**src/rtl/state_dump_unit.sv**
```systemverilog
// state_dump_unit
//   Reads back processor state through combinational read ports: all
//   NUM_REGS registers first, then a programmed window of data memory.
//   Each word is streamed as one beat on a valid/ready port.
//
//   Ports
//     clk1, reset                 clock, synchronous active-high reset
//     start                       dump request (honoured only when idle)
//     mem_base, mem_len           memory window, captured on accepted start
//     reg_rd_addr / reg_rd_data   register file read port (comb data)
//     mem_rd_addr / mem_rd_data   data memory read port (comb data)
//     out_valid / out_ready       beat handshake
//     out_data, out_src, out_idx  beat payload (src 00 reg, 01 mem, 11 csum)
//     out_last                    final beat of the dump
//     busy, done                  dump in flight / one-cycle completion pulse
//
//   Optional macro DUMP_CHECKSUM_EN: appends one XOR-checksum beat
//   {xor of all data beats, src 11, idx 0} that alone carries out_last.
module state_dump_unit #(
  parameter int DATA_W = 9,
  parameter int REG_AW = 4,
  parameter int MEM_AW = 4
) (
  input  logic              clk1,
  input  logic              reset,
  input  logic              start,
  input  logic [MEM_AW-1:0] mem_base,
  input  logic [MEM_AW:0]   mem_len,
  output logic [REG_AW-1:0] reg_rd_addr,
  input  logic [DATA_W-1:0] reg_rd_data,
  output logic [MEM_AW-1:0] mem_rd_addr,
  input  logic [DATA_W-1:0] mem_rd_data,
  output logic              out_valid,
  input  logic              out_ready,
  output logic [DATA_W-1:0] out_data,
  output logic [1:0]        out_src,
  output logic [MEM_AW-1:0] out_idx,
  output logic              out_last,
  output logic              busy,
  output logic              done
);

  localparam int NUM_REGS = 2**REG_AW;

`ifdef DUMP_CHECKSUM_EN
  localparam bit CSUM = 1'b1;
`else
  localparam bit CSUM = 1'b0;
`endif

  typedef enum logic [1:0] {IDLE, REG, MEM, FIN} state_t;

  state_t            state;
  logic [MEM_AW-1:0] cnt;
  logic [MEM_AW-1:0] base_q;
  logic [MEM_AW:0]   len_q;

  logic load, accept, reg_end, mem_end;

  // Output register may take a new beat when empty or being drained.
  assign load    = !out_valid || out_ready;
  assign accept  = out_valid && out_ready;
  assign reg_end = (cnt == MEM_AW'(NUM_REGS-1));
  assign mem_end = ({1'b0, cnt} == len_q - 1'b1);

  // Read addresses follow the counter directly so the combinational data
  // is ready to be captured on the same edge that advances the counter.
  assign reg_rd_addr = cnt[REG_AW-1:0];
  assign mem_rd_addr = base_q + cnt;   // wraps modulo 2**MEM_AW

`ifdef DUMP_CHECKSUM_EN
  logic [DATA_W-1:0] acc;
`endif

  always_ff @(posedge clk1) begin
    if (reset) begin
      state     <= IDLE;
      cnt       <= '0;
      base_q    <= '0;
      len_q     <= '0;
      out_valid <= 1'b0;
      out_data  <= '0;
      out_src   <= 2'b00;
      out_idx   <= '0;
      out_last  <= 1'b0;
      busy      <= 1'b0;
      done      <= 1'b0;
`ifdef DUMP_CHECKSUM_EN
      acc       <= '0;
`endif
    end else begin
      done <= 1'b0;
`ifdef DUMP_CHECKSUM_EN
      // Fold every data beat as the consumer takes it.
      if (accept && out_src != 2'b11) acc <= acc ^ out_data;
`endif
      case (state)
        IDLE: begin
          if (start) begin
            base_q <= mem_base;
            len_q  <= mem_len;
            cnt    <= '0;
            busy   <= 1'b1;
            state  <= REG;
`ifdef DUMP_CHECKSUM_EN
            acc    <= '0;
`endif
          end
        end
        REG: begin
          if (load) begin
            out_valid <= 1'b1;
            out_data  <= reg_rd_data;
            out_src   <= 2'b00;
            out_idx   <= MEM_AW'(reg_rd_addr);
            out_last  <= 1'b0;
            if (reg_end) begin
              if (len_q == '0) begin
                out_last <= !CSUM;
                state    <= FIN;
              end else begin
                cnt   <= '0;
                state <= MEM;
              end
            end else begin
              cnt <= cnt + 1'b1;
            end
          end
        end
        MEM: begin
          if (load) begin
            out_valid <= 1'b1;
            out_data  <= mem_rd_data;
            out_src   <= 2'b01;
            out_idx   <= mem_rd_addr;
            out_last  <= 1'b0;
            if (mem_end) begin
              out_last <= !CSUM;
              state    <= FIN;
            end else begin
              cnt <= cnt + 1'b1;
            end
          end
        end
        FIN: begin
          if (accept) begin
            if (out_last) begin
              out_valid <= 1'b0;
              out_last  <= 1'b0;
              busy      <= 1'b0;
              done      <= 1'b1;
              state     <= IDLE;
            end
`ifdef DUMP_CHECKSUM_EN
            else begin
              // Last data beat is leaving now; include it in the checksum.
              out_data <= acc ^ out_data;
              out_src  <= 2'b11;
              out_idx  <= '0;
              out_last <= 1'b1;
            end
`endif
          end
        end
        default: state <= IDLE;
      endcase
    end
  end

endmodule

```
**config.mk**
```make
export PLATFORM = sky130hd
export DESIGN_NAME = state_dump_unit
export DESIGN_NICKNAME = d
export VERILOG_FILES = /design/src/rtl/state_dump_unit.sv
export SDC_FILE = /design/constraint.sdc
export NUM_CORES = 1
export LEC_CHECK = 0
export CELL_PAD_IN_SITES_DETAIL_PLACEMENT = 0
export CELL_PAD_IN_SITES_GLOBAL_PLACEMENT = 1
export CORE_ASPECT_RATIO = 1.5
export CORE_MARGIN = 5
export CORE_UTILIZATION = 33
export DETAILED_ROUTE_END_ITERATION = 10
export PLACE_DENSITY = 0.81
export SYNTH_ARGS = -nofsm -noshare
export SYNTH_HDL_FRONTEND = slang
export SYNTH_SLANG_ARGS = --single-unit
```
**constraint.sdc**
```tcl
create_clock -name clk1 -period 3 [get_ports clk1]
set_clock_uncertainty 0.1 [all_clocks]
set_input_delay 0.75 -clock clk1 [delete_from_list [all_inputs] [get_ports clk1]]
set_output_delay 0.75 -clock clk1 [all_outputs]
set_load 0.005 [all_outputs]
```
# == Word level (Yosys, flattened, before mapping) ==
# Index checks and enable logic that the tools add are counted.
# classes
add_sub_neg,3
n_eq_ne,15
n_mux,39
bitwise,2
reduce_logical,19
# op_table
op,count
2-to-1 mux 4 bit,8
2-to-1 mux 2 bit,9
2-to-1 mux 9 bit,2
case mux 9 bit (2 select lines),1
!= test 2 bit (second input constant),8
2-to-1 mux 1 bit,12
case mux 4 bit (3 select lines),1
AND reduction 4 bit,3
case mux 2 bit (4 select lines),1
case mux 4 bit (2 select lines),1
AND reduction 7 bit,1
AND reduction 6 bit,1
nonzero test 2 bit,3
nonzero test 3 bit,2
equality test 4 x 5 -> 1 bit,1
zero test 5 bit,1
subtractor 5 x 1 -> 5 bit (second input constant),1
adder 4 x 1 -> 4 bit (second input constant),1
adder 4 bit,1
equality test 2 bit (second input constant),2
equality test 4 bit (second input constant),1
case mux 1 bit (2 select lines),2
case mux 2 bit (2 select lines),1
!= test 3 bit (second input constant),1
12 further kinds,13
# totals
reg_bits,34
output_inout_bits,27
word_cells,89

# == Logic depth before layout (Yosys ltp) ==
# Gate-level depths: netlist of the first run.
# depth
ltp_word,5
depth_mapped,9
mapped_depth_nobuf,8

# == Least setup slack after synthesis of the first run ==
# Ideal clock, no wire load.
# synth_path
path_kind,reg-to-output
startpoint,"reg cnt[0], in the netlist reg_rd_addr[0]"
endpoint,out mem_rd_addr[2]
arrival_ps,1270
required_ps,2150
path_slack_ps,880
stages_incl_launch_ff,5
path_buffers,0
cell_sequence,dfxtp_1 -> ha_1 -> inv_1 -> fa_1 -> xnor2_1
# synth_via
elab_chain_len,1
# synth_lines
element,line_no,text
"start, declared",54,logic [MEM_AW-1:0] cnt;
"start signal, assigned",126,cnt <= cnt + 1'b1;
"start signal, assigned",141,cnt <= cnt + 1'b1;
adder 4 bit,69,assign mem_rd_addr = base_q + cnt;
"end, declared",31,"output logic [MEM_AW-1:0] mem_rd_addr,"
# Every way passes these cells.

# == Worst setup path after layout of the first run ==
# layout_path
startpoint,"reg cnt[1], in the netlist reg_rd_addr[1]"
endpoint,out mem_rd_addr[3]
# The elaborated chain is that of the path after synthesis.

==> results of run 1 <==
[sequential cells by signal, indices dropped and copies added, names as in the netlist]
| register | count |
|---|---|
| len_q | 5 |
| out_valid | 1 |
| out_idx | 4 |
| busy | 1 |
| out_src | 1 |
| out_last | 1 |
| done | 1 |
| state | 2 |
| base_q | 4 |
| out_data | 9 |
| reg_rd_addr | 4 |
[area by class of cell]
type | instances | area, sq um | share of cell area, %
sequential | 33 | 661.9 | 26.40
multi-input combinational | 158 | 1016 | 40.52
inverter | 12 | 45.04 | 1.796
clock buffer | 5 | 68.82 | 2.745
tap | 68 | 85.08 | 3.393
timing repair buffer | 63 | 613.1 | 24.45
clock inverter | 3 | 17.52 | 0.6986
[cells by family after synthesis]
family	Yosys count
AND/OR/NAND/NOR	74
AO/OA/AOI/OAI	53
flip-flops	33
buffers and inverters	24
multiplexers	12
adder cells (fa/ha/maj)	10
XOR/XNOR	8
other	1
[cell usage in the layout, fill, tap and decap left out, drive strengths merged, types with 3 or more instances in the layout]
cell / netlist / routed
a211oi: 13 / 13
mux2i: 12 / 12
a21oi: 15 / 15
clkbuf: 7 / 5
dfxtp: 33 / 33
buf: 5 / 7
nor2: 23 / 23
xnor2: 3 / 3
a41o: 3 / 3
nand3: 7 / 7
ha: 9 / 9
a22oi: 3 / 3
xor2: 5 / 5
o21ai: 8 / 8
clkdlybuf4s50: 0 / 56
and2: 3 / 3
nor3: 6 / 6
inv: 12 / 12
nand2: 29 / 29
[tightest hold or removal path: stages (launching register included)]
cell	delay [ns]
sky130_fd_sc_hd__dfxtp_1	0.31
sky130_fd_sc_hd__nand2_1	0.05
sky130_fd_sc_hd__a21oi_1	0.05
[per-stage QoR]
stage	instances	cell area [sq um]
after floorplan	215	1778
after CTS	342	2506
after global routing	342	2507
after detailed placement	334	2420
after global placement	334	2420
final	342	2507
[repair_timing]
item	4_1_cts	5_1_grt
setup endpoints to repair	0	2
buffers inserted	0	0
hold buffers	0	0
gates resized for setup	0	1
hold endpoints to repair	0	0
[metal layers]
layer  wire, um  vias to the layer above  share of wire (%)
li1           -                      865                  -
met1       1960                      753                 43
met2       2305                       43                 50
met3        221                        6                4.8
met4         83                        0                1.8
met5          0                        -                  0
[power by group through the flow]
| stage | clock network, W | registers (W) | logic (W) |
|---|---|---|---|
| finish | 0.000334 | 0.000624 | 0.00100 |
| global route | 0.000364 | 0.000638 | 0.00114 |
| CTS | 0.000344 | 0.000624 | 0.00102 |
| detailed placement | 0 | 0.000634 | 0.00102 |
| global placement | 0 | 0.000631 | 0.00101 |
| floorplan | 0 | 0.000634 | 0.000651 |
[worst paths after layout]
kind,start,to,slack (ns)
worst max register to register,state[1]$_SDFFE_PP0P_,reg_rd_addr[2]$_SDFFE_PP0P_,0.57
worst max-delay path,reg_rd_addr[1]$_SDFFE_PP0P_,mem_rd_addr[3],0.14
worst min register to register,out_src[0]$_SDFFE_PP0P_,out_src[0]$_SDFFE_PP0P_,0.36
worst min-delay path,out_src[0]$_SDFFE_PP0P_,out_src[0]$_SDFFE_PP0P_,0.36
==> flow_metrics.py, run 1 <==
metrics = {
    "status": {
        "result_of_the_run": "finished, final reports clean",
    },
    "sta": {
        "maxSlewHeadroom_pct": 65.12,
        "fmaxAchievable_mhz": 349.8,
        "finalSetupViolations": 0,
        "post-route-min-period_ns": 2.859,
        "rsz0062_at_grt": "false",
        "final_critical_path_setup_slack_ns": 0.1414,
        "final_min_period_over_clock_period_pct": 95.29,
        "final_max_slew_viol_count": 0,
        "finalSetupTns_ns": 0,
        "timing_worst_slew_pin_value_ns": 0.5178,
        "final_hold_viol_count": 0,
        "timing.hold.ws_ns": 0.3602,
    },
    "layout": {
        "diodes": 0,
        "fillCellCount": 520,
        "syn2layout_area_growth_pct": 41.03,
        "ratio_of_cells_with_drive_above_1_in_the_final_layout_pct": 7.299,
        "nNetsFinal": 314,
        "layout.core_utilization_pct": 48.17,
    },
    "power": {
        "report.power.total_w": 0.001960,
        "part_of_the_power_in_the_clock_network_pct": 17.0,
        "standby_leakage_power_nw": 0.9629,
        "vdd.ir_drop.worst_v": 0.0003731,
        "power_report.internal_total_w": 0.001184,
        "share_seq_of_total_power_pct": 31.8,
        "share_comb_of_total_power_pct": 51.2,
        "power_per_cell_area_nw_per_um2": 781.8,
        "switching_share_pct": 39.60,
        "power.switching_w": 0.0007763,
    },
    "worst_setup_path": {
        "setup.worst_path.class": "reg -> out",
        "r2r.worst_path.cells": 8,
        "cpLargestDelayFamily": "buffers and inverters",
        "required_ns": 2.15,
        "critical_path.slowest_cell": "sky130_fd_sc_hd__clkdlybuf4s50_1",
        "max_stage_delay_ns": 0.54,
        "path_depth": 5,
        "setup.worst_path.end_class": "output pin",
        "crit_arrival_ns": 2.01,
        "worstPathMaxFanout": 7,
        "worst-path-buf-inv": 1,
        "critPathLaunchType": "register",
        "crit_path_cell_trace": "ha_1, a21o_1, a21oi_1, xnor2_1, clkdlybuf4s50_1",
    },
    "routing": {
        "drt_drc_violations_left": 0,
        "drt_pre_antenna_iters": 4,
        "vias_per_cell": 4.874,
        "drtAntennaViolNets": 0,
        "detail_route.wl_per_cell_um": 13.36,
        "drt-initial-drc-count": 99,
        "wirelength_mm": 4.570,
        "detailroute.via_count": 1667,
    },
    "global_route": {
        "use_met1_pct": 15.73,
        "maximum_number_of_pins_on_one_net_before_global_route_repair": 25,
        "grt_pass1_vias": 1652,
        "grt_busiest_layer": "met2",
        "gr-usage-met3_pct": 3.307,
        "globalRouteTotalUtil_pct": 13.64,
        "total_grt_overflow": 0,
        "antenna_found_initial": 0,
        "grt_util_met2_pct": 23.89,
        "first_pass_grt_wire_length_mm": 7.714,
    },
    "synthesis": {
        "synth_top_area_cell": "sky130_fd_sc_hd__dfxtp_1",
        "netlist_top_cells_area": "sky130_fd_sc_hd__dfxtp_1 (37%), sky130_fd_sc_hd__mux2i_1 (6.8%), sky130_fd_sc_hd__ha_1 (6.3%)",
        "top_flip_flop_cell_by_instance_count_after_synthesis": "sky130_fd_sc_hd__dfxtp_1",
        "post-synth-top-count-cell": "sky130_fd_sc_hd__dfxtp_1",
        "syn-instance-count": 215,
        "synthesis.area_per_instance_sq_um": 8.270,
        "synth_enable_flop_cells": 0,
        "yosysUniqueCellTypes": 41,
        "largest_family_of_logic_cells_by_synthesized_area": "compound AO/OA/AOI/OAI gates",
        "post_synth_instance_area_sq_um": 1778,
        "post_synth_and_or_nand_nor_area_fraction_pct": 18.37,
        "postSynth.asyncResetShare_pct": 0,
        "yosys.area_share.adder_pct": 7.460,
        "synth.top_cell.area_share_pct": 37.16,
        "synth_compound_area_share_pct": 20.41,
        "synth_top_cells_by_count": "sky130_fd_sc_hd__dfxtp_1 (33), sky130_fd_sc_hd__nand2_1 (29), sky130_fd_sc_hd__nor2_1 (23), sky130_fd_sc_hd__a21oi_1 (15), sky130_fd_sc_hd__a211oi_1 (13)",
        "synth_xor_area_share_pct": 3.941,
        "synth.net_count": 256,
        "synthesized_flop_and_latch_total": 33,
        "post_synth_mux_area_share_pct": 6.756,
        "yosysSeqAreaShare_pct": 37.16,
        "yosys_warnings": 0,
    },
    "place": {
        "pre_cts_ws_ns": 0.2765,
        "port-buffer-count": 56,
        "place.detailed.hpwl_mm": 3.500,
        "finalWeightedCongestion": 0.7676,
    },
    "clock_tree": {
        "cts.sink_count": 33,
        "cts_root_buf": "sky130_fd_sc_hd__clkbuf_8",
        "tritoncts.num_buffers": 5,
        "tritoncts": "built",
        "h-tree-depth": 2,
        "clock_insertion_delay_worst_skew_ns": 0.29,
        "worst_path_clk_slew_ns": 0.07,
        "clock_tree.buffer_depth": 2,
    },
    "floorplan": {
        "die-width_um": 69.93,
        "rows": 32,
        "floorplan.initialDensity_pct": 34.16,
        "pin_count": 58,
        "fp.dieH_um": 99.90,
        "fp.coreArea_sq_um": 5205,
        "fp.dieArea_sq_um": 6986,
    },
    "worst_hold_path": {
        "worst_hold_path_type": "reg -> reg",
        "holdPathStages": 2,
    },
    "run": {
        "max-cap-violations": 0,
    },
}
Note: power is estimated with default switching activity, not from simulation.
==> run 2: changes to the inputs <==
- CTS_CLUSTER_DIAMETER: unset -> 30
==> results of run 2 <==
No change in the layout: final DEF, timing and power equal those of run 1.
==> run 3: changes to the inputs <==
- PLACE_DENSITY: 0.81 -> unset
- PLACE_DENSITY_LB_ADDON: unset -> 0.25
==> run 3 against run 2 <==
Effect of this change: worst setup slack better by 0.026 ns; final cell count down 0.29%; wire length down 1.8%; sequential power about the same; global-route usage down 0.22 points; core utilization down 0.096 points; combinational power about the same; critical path depth unchanged; sequential share of layout area up 0.053 points; flip-flop and latch count unchanged; largest cell class unchanged; critical path type unchanged.
==> flow_metrics.py, run 3 (synthesis results as in run 1) <==
metrics = {
    "routing": {
        "detail_route.wl_per_cell_um": 13.17,
        "vias_per_cell": 4.815,
        "m1WireLength_mm": 1.821,
        "routed-wl-met3_um": 375,
        "wirelength_mm": 4.490,
        "detailroute.via_count": 1642,
        "drt_pre_antenna_iters": 3,
        "drtAntennaViolNets": 0,
        "maxUsedRoutingLayer": "met4",
        "drt-initial-drc-count": 24,
        "drt_drc_violations_left": 0,
        "met2WireLength_mm": 2.232,
    },
    "clock_tree": {
        "tritoncts.num_buffers": 5,
        "cts_post_setup_buffers_inserted": 0,
        "clock_tree.buffer_depth": 2,
        "tritoncts": "built",
        "cts.sink_count": 33,
        "clock_insertion_delay_worst_skew_ns": 0.29,
        "h-tree-depth": 2,
        "worst_path_clk_slew_ns": 0.07,
        "cts_root_buf": "sky130_fd_sc_hd__clkbuf_8",
    },
    "layout": {
        "syn2layout_area_growth_pct": 40.75,
        "final_common_cell": "sky130_fd_sc_hd__clkdlybuf4s50_1",
        "layout_top_registers": "out_data x9, len_q x5",
        "ratio_of_cells_with_drive_above_1_in_the_final_layout_pct": 6.960,
        "largest_register_ff_count": 9,
        "max_flop_register": "out_data",
        "diodes": 0,
        "nNetsFinal": 313,
        "fillCellCount": 536,
        "mostFrequentLayoutCells": "sky130_fd_sc_hd__clkdlybuf4s50_1 (55), sky130_fd_sc_hd__dfxtp_1 (32), sky130_fd_sc_hd__nand2_1 (29)",
        "layout.core_utilization_pct": 48.08,
    },
    "power": {
        "power.switching_w": 0.0007610,
        "power_report.internal_total_w": 0.001183,
        "share_seq_of_total_power_pct": 32.0,
        "part_of_the_power_in_the_clock_network_pct": 16.8,
        "share_comb_of_total_power_pct": 51.1,
        "switching_share_pct": 39.15,
        "standby_leakage_power_nw": 0.9746,
        "vdd.ir_drop.worst_v": 0.0002827,
        "power_per_cell_area_nw_per_um2": 776.8,
    },
    "floorplan": {
        "rows": 32,
        "fp.coreArea_sq_um": 5205,
        "fp.dieArea_sq_um": 6986,
        "floorplan.initialDensity_pct": 34.16,
        "pin_count": 58,
        "fp.dieH_um": 99.90,
        "die-width_um": 69.93,
    },
    "run": {
        "max-cap-violations": 0,
    },
    "worst_setup_path": {
        "max_stage_delay_ns": 0.54,
        "worstPathMaxFanout": 2,
        "critical_path.slowest_cell": "sky130_fd_sc_hd__clkdlybuf4s50_1",
        "cp-startpoint": "reg_rd_addr[0]$_SDFFE_PP0P_",
        "setup.worst_path.end_class": "output pin",
        "setup.worst_path.class": "reg -> out",
        "worst_r2r_start": "state[1]$_SDFFE_PP0P_",
        "critPathLaunchType": "register",
        "crit_path_cell_trace": "ha_1, inv_1, fa_1, xnor2_1, clkdlybuf4s50_1",
        "required_ns": 2.15,
        "crit_arrival_ns": 1.98,
    },
    "sta": {
        "finalSetupViolations": 0,
        "fmaxAchievable_mhz": 353.0,
        "final_min_period_over_clock_period_pct": 94.42,
        "final_max_slew_viol_count": 0,
        "finalSetupTns_ns": 0,
        "rsz0062_at_grt": "false",
        "final_hold_viol_count": 0,
        "maxSlewHeadroom_pct": 62.13,
        "timing_worst_slew_pin_value_ns": 0.5621,
        "post-route-min-period_ns": 2.833,
    },
    "global_route": {
        "globalRouteTotalUtil_pct": 13.41,
        "maximum_number_of_pins_on_one_net_before_global_route_repair": 25,
        "first_pass_grt_wire_length_mm": 7.576,
        "total_grt_overflow": 0,
        "grt_pass1_vias": 1593,
        "antenna_found_initial": 0,
    },
    "place": {
        "place.detailed.hpwl_mm": 3.444,
        "finalWeightedCongestion": 0.7493,
        "port-buffer-count": 56,
    },
    "worst_hold_path": {
        "hold_path_startpoint": "out_src[0]$_SDFFE_PP0P_",
        "worst_hold_path_type": "reg -> reg",
    },
    "status": {
        "result_of_the_run": "finished, final reports clean",
    },
}
==> run 3: cell types whose count changed in the layout (fill, tap and decap cells not counted), sizes merged <==
cell | before | now
dlymetal6s2s | 0 | 1
buf | 7 | 6
clkdlybuf4s50 | 56 | 55
==> run 3: metal layers <==
layer  up-vias  global-route usage (%)
met5         -                       0
met4         0                   5.310
met3         6                   5.311
met2        46                   23.60
met1       729                   14.28
li1        861                       -
==> run 3: worst paths after layout <==
kind | slack, ns | depth (start not counted) | endpoint
worst min-delay path | 0.36 | 2 | out_src[0]$_SDFFE_PP0P_
worst max-delay path | 0.17 | 5 | mem_rd_addr[2]
worst min register to register | 0.36 | 2 | out_src[0]$_SDFFE_PP0P_
worst max register to register | 0.63 | 8 | reg_rd_addr[2]$_SDFFE_PP0P_
==> run 3: timing repair <==
action / in CTS / in global routing
pin swaps: 0 / 0
resized for setup: 1 / 1
setup endpoints to repair: 1 / 1
hold buffers: 0 / 0
==> run 3: through the flow <==
stage,power [W],worst slack [ns],cell area (sq um),cells,hold WS [ns]
4_1_cts,0.001995,0.08723,2500,341,0.3611
6_report,0.001944,0.1675,2502,341,0.3558
3_3_place_gp,0.001646,0.3246,2412,333,0.3472
3_5_place_dp,0.001652,0.2917,2412,333,0.3504
2_1_floorplan,0.001285,0.8801,1778,215,0.3400
5_1_grt,0.002128,0.04615,2502,341,0.3899
==> run 3: worst max-delay path: cells and delay by family (launching register included) <==
| family | cells | cell delay (ns) |
|---|---|---|
| XOR/XNOR | 1 | 0.22 |
| adder cells (fa/ha/maj) | 2 | 0.54 |
| buffers and inverters | 2 | 0.60 |
| flip-flops | 1 | 0.34 |
==> run 3: power by group through the flow <==
| stage | logic, W | clock network, W | registers [W] |
|---|---|---|---|
| 4_1_cts | 0.00102 | 0.000347 | 0.000626 |
| 2_1_floorplan | 0.000651 | 0 | 0.000634 |
| 3_3_place_gp | 0.00101 | 0 | 0.000633 |
| 3_5_place_dp | 0.00102 | 0 | 0.000636 |
| 6_report | 0.000994 | 0.000327 | 0.000623 |
| 5_1_grt | 0.00112 | 0.000367 | 0.000641 |
==> run 3: layout make-up <==
cell class                      count  area, sq um  share of cell area, %
Timing Repair Buffer               62        608.1                  24.30
Tap cell                           68        85.08                  3.400
Clock inverter                      3        17.52                 0.7000
Multi-Input combinational cell    158         1016                  40.60
Inverter                           12        45.04                  1.800
Sequential cell                    33        661.9                  26.45
Clock buffer                        5        68.82                  2.750
